$ cat src/rtl/lcd_reader.sv
// lcd_reader: HD44780 read-side engine. Returns status (BF+AC) or one data byte, polling BF before data reads.
// Latency: status E(2+N), data E(5+2N) from the accept edge, plus POLL_GAP_CYC+N per busy poll (N = EN_HIGH_CYC).
// Backpressure: edge-triggered requests; edges while oBusy=1 are dropped. Optional timeout via LCD_RD_TIMEOUT_EN.
module lcd_reader #(
  parameter int EN_HIGH_CYC  = 4,
  parameter int POLL_GAP_CYC = 500   // must be >= 2
`ifdef LCD_RD_TIMEOUT_EN
  , parameter int TIMEOUT_POLLS = 32
`endif
) (
  input  logic       iCLK,
  input  logic       iRST_N,
  input  logic       iRS,
  input  logic       iStart,
  output logic [7:0] oDATA,
  output logic       oDone,
  output logic       oBusy,
`ifdef LCD_RD_TIMEOUT_EN
  output logic       oErr,
`endif
  input  logic [7:0] LCD_DATA,
  output logic       LCD_RS,
  output logic       LCD_RW,
  output logic       LCD_EN
);

  localparam int MAXC = (EN_HIGH_CYC > POLL_GAP_CYC) ? EN_HIGH_CYC : POLL_GAP_CYC;
  localparam int CW   = $clog2(MAXC + 1);
  // EN is registered from the state, so it lags by one edge: EN_BF/EN_RD dwell N+1 cycles
  // to give N cycles of EN high, and POLL_WAIT dwells one cycle less than the EN-low gap.
  localparam logic [CW-1:0] EN_LAST  = CW'(EN_HIGH_CYC);
  localparam logic [CW-1:0] GAP_LAST = CW'((POLL_GAP_CYC >= 2) ? POLL_GAP_CYC - 2 : 0);

`ifdef LCD_RD_TIMEOUT_EN
  localparam int PW = $clog2(TIMEOUT_POLLS + 1);
  localparam logic [PW-1:0] TO_LAST = PW'(TIMEOUT_POLLS - 1);
  logic [PW-1:0] r_polls, w_polls_nxt;
  logic          w_err_nxt;
`endif

  typedef enum logic [2:0] {
    S_IDLE, S_SETUP_BF, S_EN_BF, S_POLL_WAIT, S_HOLD, S_SETUP_RD, S_EN_RD
  } state_t;

  state_t        r_state, w_state_nxt;
  logic [CW-1:0] r_cnt, w_cnt_nxt;
  logic          r_start_prev;
  logic          r_rs_lat, w_rs_lat_nxt;
  logic [7:0]    w_data_nxt;
  logic          w_done_nxt, w_busy_nxt, w_en_nxt, w_rs_nxt;
  logic          w_start_acc;

  assign LCD_RW      = 1'b1;
  assign w_start_acc = ~r_start_prev & iStart & (r_state == S_IDLE);

  // Next-state and next-output decode; outputs are registered from the current state.
  always_comb begin
    w_state_nxt  = r_state;
    w_cnt_nxt    = r_cnt + 1'b1;
    w_rs_lat_nxt = r_rs_lat;
    w_data_nxt   = oDATA;
    w_done_nxt   = oDone;
    w_busy_nxt   = oBusy;
    w_en_nxt     = 1'b0;
    w_rs_nxt     = 1'b0;
`ifdef LCD_RD_TIMEOUT_EN
    w_polls_nxt  = r_polls;
    w_err_nxt    = oErr;
`endif
    case (r_state)
      S_IDLE: begin
        w_cnt_nxt = '0;
        if (w_start_acc) begin
          w_state_nxt  = S_SETUP_BF;
          w_rs_lat_nxt = iRS;
          w_done_nxt   = 1'b0;
          w_busy_nxt   = 1'b1;
`ifdef LCD_RD_TIMEOUT_EN
          w_polls_nxt  = '0;
          w_err_nxt    = 1'b0;
`endif
        end
      end
      S_SETUP_BF: begin
        w_state_nxt = S_EN_BF;
        w_cnt_nxt   = '0;
      end
      S_EN_BF: begin
        w_en_nxt = 1'b1;
        if (r_cnt == EN_LAST) begin
          w_en_nxt  = 1'b0;
          w_cnt_nxt = '0;
          if (LCD_DATA[7]) begin
`ifdef LCD_RD_TIMEOUT_EN
            if (r_polls == TO_LAST) begin
              w_state_nxt = S_IDLE;
              w_data_nxt  = LCD_DATA;
              w_err_nxt   = 1'b1;
              w_done_nxt  = 1'b1;
              w_busy_nxt  = 1'b0;
            end else begin
              w_polls_nxt = r_polls + 1'b1;
              w_state_nxt = S_POLL_WAIT;
            end
`else
            w_state_nxt = S_POLL_WAIT;
`endif
          end else if (!r_rs_lat) begin
            w_state_nxt = S_IDLE;
            w_data_nxt  = LCD_DATA;
            w_done_nxt  = 1'b1;
            w_busy_nxt  = 1'b0;
          end else begin
            w_state_nxt = S_HOLD;
          end
        end
      end
      S_POLL_WAIT: begin
        if (r_cnt == GAP_LAST) begin
          w_state_nxt = S_EN_BF;
          w_cnt_nxt   = '0;
        end
      end
      S_HOLD: begin
        w_state_nxt = S_SETUP_RD;
        w_cnt_nxt   = '0;
      end
      S_SETUP_RD: begin
        w_rs_nxt    = 1'b1;
        w_state_nxt = S_EN_RD;
        w_cnt_nxt   = '0;
      end
      S_EN_RD: begin
        w_rs_nxt = 1'b1;
        w_en_nxt = 1'b1;
        if (r_cnt == EN_LAST) begin
          w_en_nxt    = 1'b0;
          w_cnt_nxt   = '0;
          w_state_nxt = S_IDLE;
          w_data_nxt  = LCD_DATA;
          w_done_nxt  = 1'b1;
          w_busy_nxt  = 1'b0;
        end
      end
      default: begin
        w_state_nxt = S_IDLE;
        w_cnt_nxt   = '0;
      end
    endcase
  end

  // State, counter and registered outputs; reset drops EN at once and reports nothing.
  always_ff @(posedge iCLK or negedge iRST_N) begin
    if (!iRST_N) begin
      r_state      <= S_IDLE;
      r_cnt        <= '0;
      r_start_prev <= 1'b0;
      r_rs_lat     <= 1'b0;
      oDATA        <= 8'h00;
      oDone        <= 1'b0;
      oBusy        <= 1'b0;
      LCD_EN       <= 1'b0;
      LCD_RS       <= 1'b0;
`ifdef LCD_RD_TIMEOUT_EN
      r_polls      <= '0;
      oErr         <= 1'b0;
`endif
    end else begin
      r_state      <= w_state_nxt;
      r_cnt        <= w_cnt_nxt;
      r_start_prev <= iStart;
      r_rs_lat     <= w_rs_lat_nxt;
      oDATA        <= w_data_nxt;
      oDone        <= w_done_nxt;
      oBusy        <= w_busy_nxt;
      LCD_EN       <= w_en_nxt;
      LCD_RS       <= w_rs_nxt;
`ifdef LCD_RD_TIMEOUT_EN
      r_polls      <= w_polls_nxt;
      oErr         <= w_err_nxt;
`endif
    end
  end

endmodule

$ cat config.mk
export PLATFORM = sky130hd
export DESIGN_NAME = lcd_reader
export DESIGN_NICKNAME = d
export VERILOG_FILES = /design/src/rtl/lcd_reader.sv
export SDC_FILE = /design/constraint.sdc
export NUM_CORES = 1
export LEC_CHECK = 0
export CORE_ASPECT_RATIO = 0.9
export CORE_MARGIN = 2
export CORE_UTILIZATION = 35
export CTS_CLUSTER_DIAMETER = 80
export DETAILED_ROUTE_END_ITERATION = 8
export GPL_TIMING_DRIVEN = 0
export MAX_ROUTING_LAYER = met4
export PLACE_DENSITY = 0.61
export SYNTH_ARGS = -nofsm -noshare
export SYNTH_HDL_FRONTEND = slang
export SYNTH_SLANG_ARGS = --single-unit
export TNS_END_PERCENT = 30
$ cat constraint.sdc
create_clock -name iCLK -period 2.1 [get_ports iCLK]
set_input_delay 0.42 -clock iCLK [delete_from_list [all_inputs] [get_ports iCLK]]
set_output_delay 0.42 -clock iCLK [all_outputs]
set_load 0.1 [all_outputs]
==> results.sh, run 1 <==
export IMPL_coreArea_sq_um=3114
export IMPL_dr_pass1_iters=4
export IMPL_ys_warnings_count=0
export IMPL_mappedNetlistArea_sq_um=1172
export IMPL_cts_max_level=1
export IMPL_die_y_microns=58.91
export IMPL_hold_path_class="reg -> reg"
export IMPL_grt_pass1_vias=769
export IMPL_period_share=0.9053
export IMPL_antenna_cells=0
export IMPL_max_slew_margin=0.2717
export IMPL_cts_hold_buf=0
export IMPL_placedCellCount=170
export IMPL_first_iter_violations=23
export IMPL_wl_per_cell_microns=11.75
export IMPL_clk_latency_ns=0.27
export IMPL_clk_pin_slew_ns=0.08
export IMPL_synthTopCellsByCount="dfrtp_1, nor2_1, inv_1, mux2_2, nand2_1"
export IMPL_dpl_cell_area_sq_um=1455
export IMPL_setup_ws_ns=0.1989
export IMPL_worst_pin_slew_ns=1.089
export IMPL_antenna_found_initial=0
export IMPL_cp_slowest_cell="dlygate4sd2_1"
export IMPL_cp_end_kind="primary output"
export IMPL_initial_utilization=0.3765
export IMPL_dieArea_sq_um=3829
export IMPL_power_leakage_nw=0.6942
export IMPL_synth_top_flop_cell="dfrtp_1"
export IMPL_grt_pass1_wl_mm=3.443
export IMPL_cp_start_kind="flip-flop"
export IMPL_cp_max_fo=2
export IMPL_crit_type="reg -> out"
export IMPL_p_total_mw=2.356
export IMPL_pre_cts_ws_ns=0.004370
export IMPL_setup_viol_count_final=0
export IMPL_r2r_cells=6
export IMPL_skew_ns=0.001876
export IMPL_rows=19
export IMPL_grt_overflow_total=0
export IMPL_pin_count=25
export IMPL_grtUsageTotal=0.1215
export IMPL_ys_top_cells_by_area="dfrtp_1, mux2_2, nor2_1"
export IMPL_hold_viol_final=0
export IMPL_area_delta_synth_final_pct=28.92
export IMPL_hold_path_cell_count=1
export IMPL_reg2reg_from="r_cnt[0]"
export IMPL_r2r_slack_ns=0.30
export IMPL_yosysSeqAreaShare=0.5550
export IMPL_synth_cell_types=27
export IMPL_crit_buf_inv=1
export IMPL_drive_gt1_frac=0.1288
export IMPL_crit_family="buffers and inverters"
export IMPL_status="finished clean"
export IMPL_maxCapViolCount=0
export IMPL_cpPeakStageDelay_ns=0.86
export IMPL_peakVddDrop_uv=754.3
export IMPL_fmax_mhz=526.0
export IMPL_numPortBuffers=23
export IMPL_synth_nets=120
export IMPL_period_minus_slack_ns=1.901
export IMPL_cts_tree="yes"
export IMPL_syn_area_per_cell_sq_um=11.17
export IMPL_worstPathRequired_ns=1.68
export IMPL_cp_arrival_ns=1.48
export IMPL_r2r_end="oDATA[1]"
export IMPL_crit_chain="dlygate4sd2_1"
export IMPL_setup_tns_ns=0
export IMPL_cts_sinks=26
export IMPL_synth_top_area_share=0.5550
export IMPL_drc_errors=0
export IMPL_die_x_microns=65.01
export IMPL_place_congestion=0.8243
export IMPL_fin_cells=174
export IMPL_min_delay_start="oBusy"
export IMPL_synth_top_area_cell="dfrtp_1"
export IMPL_cts_buffer_depth=2
export IMPL_routed_wl_mm=2.044
export IMPL_async_flop_share=1.000
export IMPL_power_density_nw_per_um2=1559
export IMPL_vias=817
export IMPL_numCtsBuffers=3
export IMPL_nNetsFinal=148
export IMPL_ant_nets=0
export IMPL_viasPerCell=4.695
export IMPL_hpwlAfterDp_mm=1.518
export IMPL_root_buffer="clkbuf_8"
export IMPL_synth_edf_count=0
export IMPL_synth_seq_cells=26
export IMPL_yosysMostFrequentCell="dfrtp_1"
export IMPL_grt_max_degree=27
export IMPL_whs_endpoint="oBusy"
export IMPL_final_area_sq_um=1511
export IMPL_maxSlewViolCount=0
export IMPL_syn_inst=105
export IMPL_rsz0062_at_grt="false"
## registers in the layout (all words and copies together) (netlist names)
name	cells
oBusy	1
LCD_RS	1
r_state	3
oDone	1
r_start_prev	1
oDATA	8
LCD_EN	1
r_cnt	9
r_rs_lat	1
## power by group
group          internal, mW  leakage, nW  switching [mW]  total (mW)
sequential            0.650        0.337          0.0986       0.748
clock                 0.255       0.0357           0.149       0.404
combinational         0.273        0.321           0.931        1.20
total                  1.18        0.694            1.18        2.36
## area by class of cell
type	instances	area, sq um
multi-input combinational	69	479.2
clock inverter	1	30.03
inverter	7	26.28
fill	296	1603
buffer	3	16.27
timing repair buffer	23	215.2
sequential	26	650.6
clock buffer	3	41.29
tap	42	52.55
## routing by layer
metal / vias up / share of wire / global-route usage
met5: - / 0 / -
met3: 2 / 0.072 / 0.04398
li1: 406 / - / -
met4: 0 / 0.0049 / 0.02736
met1: 389 / 0.47 / 0.1497
met2: 20 / 0.46 / 0.1929
## kinds of logic (layout without fill, tap and decap cells)
family	Yosys count	after routing	share of synthesized area
flops	26	26	0.5550
simple gates	36	36	0.1612
fa+ha+maj	3	3	0.03202
mux	7	7	0.06724
xor+xnor	7	7	0.05230
compound gates	15	15	0.09285
other cells	1	1	0.003199
buf+inv	10	37	0.03629
## repair_timing
action,in CTS,in global routing
setup buffers,0,0
resized for setup,12,0
endpoints found under the setup margin,12,0
## cell usage in the layout, fill, tap and decap left out, types with 2 or more instances in the layout
cell | synthesis | final
dfrtp_1 | 26 | 26
nor2_1 | 14 | 14
dlygate4sd2_1 | 0 | 12
clkdlybuf4s50_1 | 0 | 11
inv_1 | 7 | 7
nand2_1 | 7 | 7
mux2_2 | 7 | 7
xnor2_1 | 6 | 6
nand3_1 | 5 | 5
a21oi_1 | 4 | 4
o21ai_0 | 4 | 4
ha_1 | 3 | 3
clkbuf_8 | 0 | 3
nand4_1 | 2 | 2
nor4b_2 | 2 | 2
nand2b_1 | 2 | 2
nor2b_1 | 2 | 2
o31ai_1 | 2 | 2
## worst max-delay path by stage
stage	start	to	slack, ns	cells after the start
global placement	LCD_DATA[7]	oDATA[4]	0.03	5
detailed placement	LCD_DATA[7]	oDATA[1]	0.004	5
global route	r_cnt[0]	oDATA[2]	0.09	6
CTS	oDATA[1]	oDATA[1]	0.18	1
finish	oDATA[1]	oDATA[1]	0.20	1
floorplan	r_cnt[0]	oDATA[0]	0.49	6
## through the flow
stage / hold slack [ns] / utilization
after floorplan: 0.1244 / -
after global placement: 0.4718 / 0.4673
after detailed placement: 0.4872 / 0.4673
after CTS: 0.5025 / 0.4853
after global routing: 0.5234 / 0.4853
final: 0.4980 / 0.4853
Note: power is estimated with default switching activity, not from simulation.
==> inputs of run 2 (changes only) <==
==> constraint.sdc (replaced) <==
create_clock -name iCLK -period 2.1 [get_ports iCLK]
set_input_delay 0.21 -clock iCLK [delete_from_list [all_inputs] [get_ports iCLK]]
set_output_delay 0.21 -clock iCLK [all_outputs]
set_load 0.1 [all_outputs]
==> results.sh, run 2 (synthesized netlist as in run 1, its figures left out) <==
export IMPL_grt_max_degree=27
export IMPL_min_delay_start="iStart"
export IMPL_clk_pin_slew_ns=0.08
export IMPL_reg2reg_from="r_cnt[0]"
export IMPL_dieArea_sq_um=3829
export IMPL_p_total_mw=2.425
export IMPL_largest_reg_flops=9
export IMPL_drc_errors=0
export IMPL_first_iter_violations=23
export IMPL_cp_max_fo=2
export IMPL_pin_count=25
export IMPL_largest_register="r_cnt"
export IMPL_fmax_mhz=506.7
export IMPL_cp_arrival_ns=1.76
export IMPL_power_density_nw_per_um2=1589
export IMPL_final_common_cell="dfrtp_1"
export IMPL_cp_start_kind="flip-flop"
export IMPL_die_y_microns=58.91
export IMPL_nNetsFinal=148
export IMPL_crit_buf_inv=1
export IMPL_wl_per_cell_microns=11.71
export IMPL_maxCapViolCount=0
export IMPL_grt_pass1_wl_mm=3.443
export IMPL_cp_slowest_cell="clkdlybuf4s50_1"
export IMPL_r2r_slack_ns=0.31
export IMPL_peakVddDrop_uv=767.4
export IMPL_dr_pass1_iters=4
export IMPL_cts_max_level=1
export IMPL_clk_latency_ns=0.27
export IMPL_hold_viol_final=0
export IMPL_cts_hold_buf=0
export IMPL_period_share=0.9399
export IMPL_antenna_found_initial=0
export IMPL_grt_pass1_vias=769
export IMPL_reg_top3="r_cnt x9, oDATA x8, r_state x3"
export IMPL_root_buffer="clkbuf_8"
export IMPL_drive_gt1_frac=0.1288
export IMPL_numPortBuffers=23
export IMPL_period_minus_slack_ns=1.974
export IMPL_worst_pin_slew_ns=1.090
export IMPL_cts_tree="yes"
export IMPL_cpPeakStageDelay_ns=1.14
export IMPL_cp_startpoint="oDATA[1]"
export IMPL_rsz0062_at_grt="false"
export IMPL_grtUsageTotal=0.1215
export IMPL_grt_overflow_total=0
export IMPL_routed_wl_mm=2.038
export IMPL_area_delta_synth_final_pct=30.20
export IMPL_cts_sinks=26
export IMPL_crit_chain="clkdlybuf4s50_1"
export IMPL_antenna_cells=0
export IMPL_most_common_layout_cells="dfrtp_1, clkdlybuf4s50_1, nor2_1"
export IMPL_setup_ws_ns=0.1263
export IMPL_power_leakage_nw=0.6514
export IMPL_skew_ns=0.001861
export IMPL_hold_path_class="in -> reg"
export IMPL_worstPathRequired_ns=1.89
export IMPL_rows=19
export IMPL_placedCellCount=170
export IMPL_seq_area_sq_um=650.6
export IMPL_numCtsBuffers=3
export IMPL_ant_nets=0
export IMPL_nFillCells=289
export IMPL_fin_cells=174
export IMPL_cts_resized=0
export IMPL_coreArea_sq_um=3114
export IMPL_cp_end_kind="primary output"
export IMPL_pre_cts_ws_ns=0.2144
export IMPL_crit_type="reg -> out"
export IMPL_max_slew_margin=0.2710
export IMPL_hold_slack_ns=0.4179
export IMPL_hpwlAfterDp_mm=1.518
export IMPL_setup_viol_count_final=0
export IMPL_maxSlewViolCount=0
export IMPL_initial_utilization=0.3765
export IMPL_place_congestion=0.8243
export IMPL_multi_input_area_sq_um=479.2
export IMPL_status="finished clean"
export IMPL_die_x_microns=65.01
export IMPL_viasPerCell=4.701
export IMPL_vias=818
export IMPL_crit_family="buffers and inverters"
export IMPL_cts_setup_buffers=0
export IMPL_cts_buffer_depth=2
export IMPL_setup_tns_ns=0
-- run 2: changes by cell type in the layout (fill, tap and decap cells not counted), sizes merged --
cell	previous run	this run
clkdlybuf4s50	11	23
dlygate4sd2	12	0
-- run 2: path summary, 6_finish.rpt --
| path | to | cells past startpoint |
|---|---|---|
| setup / recovery | oDATA[1] | 1 |
| hold / removal | r_start_prev | 1 |
| setup reg to reg | oDATA[1] | 6 |
| hold reg to reg | oBusy | 1 |
| max in group asynchronous | r_cnt[8] | 1 |
| min in group asynchronous | r_start_prev | 1 |
-- run 2: power breakdown --
part,internal [mW],switching [mW]
Combinational,0.338,0.930
Sequential,0.650,0.103
Clock,0.255,0.149
Total,1.24,1.18
-- run 2: layer usage --
metal  share of wire  GRT usage  routed length, microns
met5               0          -                       0
met4          0.0049    0.02736                      10
met3           0.070    0.04398                     143
met2            0.46     0.1929                     935
met1            0.47     0.1497                     949
-- run 2: cell type report --
type	instances	share of cell area
inverter	7	0.01721
tap	42	0.03443
multi-input combinational	69	0.3139
clock inverter	1	0.01967
buffer	3	0.01066
sequential	26	0.4262
clock buffer	3	0.02705
timing repair buffer	23	0.1508
-- run 2: stage by stage --
step | utilization | area, sq um
global route | 0.4902 | 1526
detailed placement | 0.4673 | 1455
finish | 0.4902 | 1526
floorplan | - | 1172
CTS | 0.4902 | 1526
global placement | 0.4673 | 1455
==> inputs of run 3 (changes only) <==
Settings changed: CTS_CLUSTER_DIAMETER 80 to default, GPL_ROUTABILITY_DRIVEN from default to 0.
==> results of run 3 <==
Final layout, timing and power as in run 2 (identical DEF).
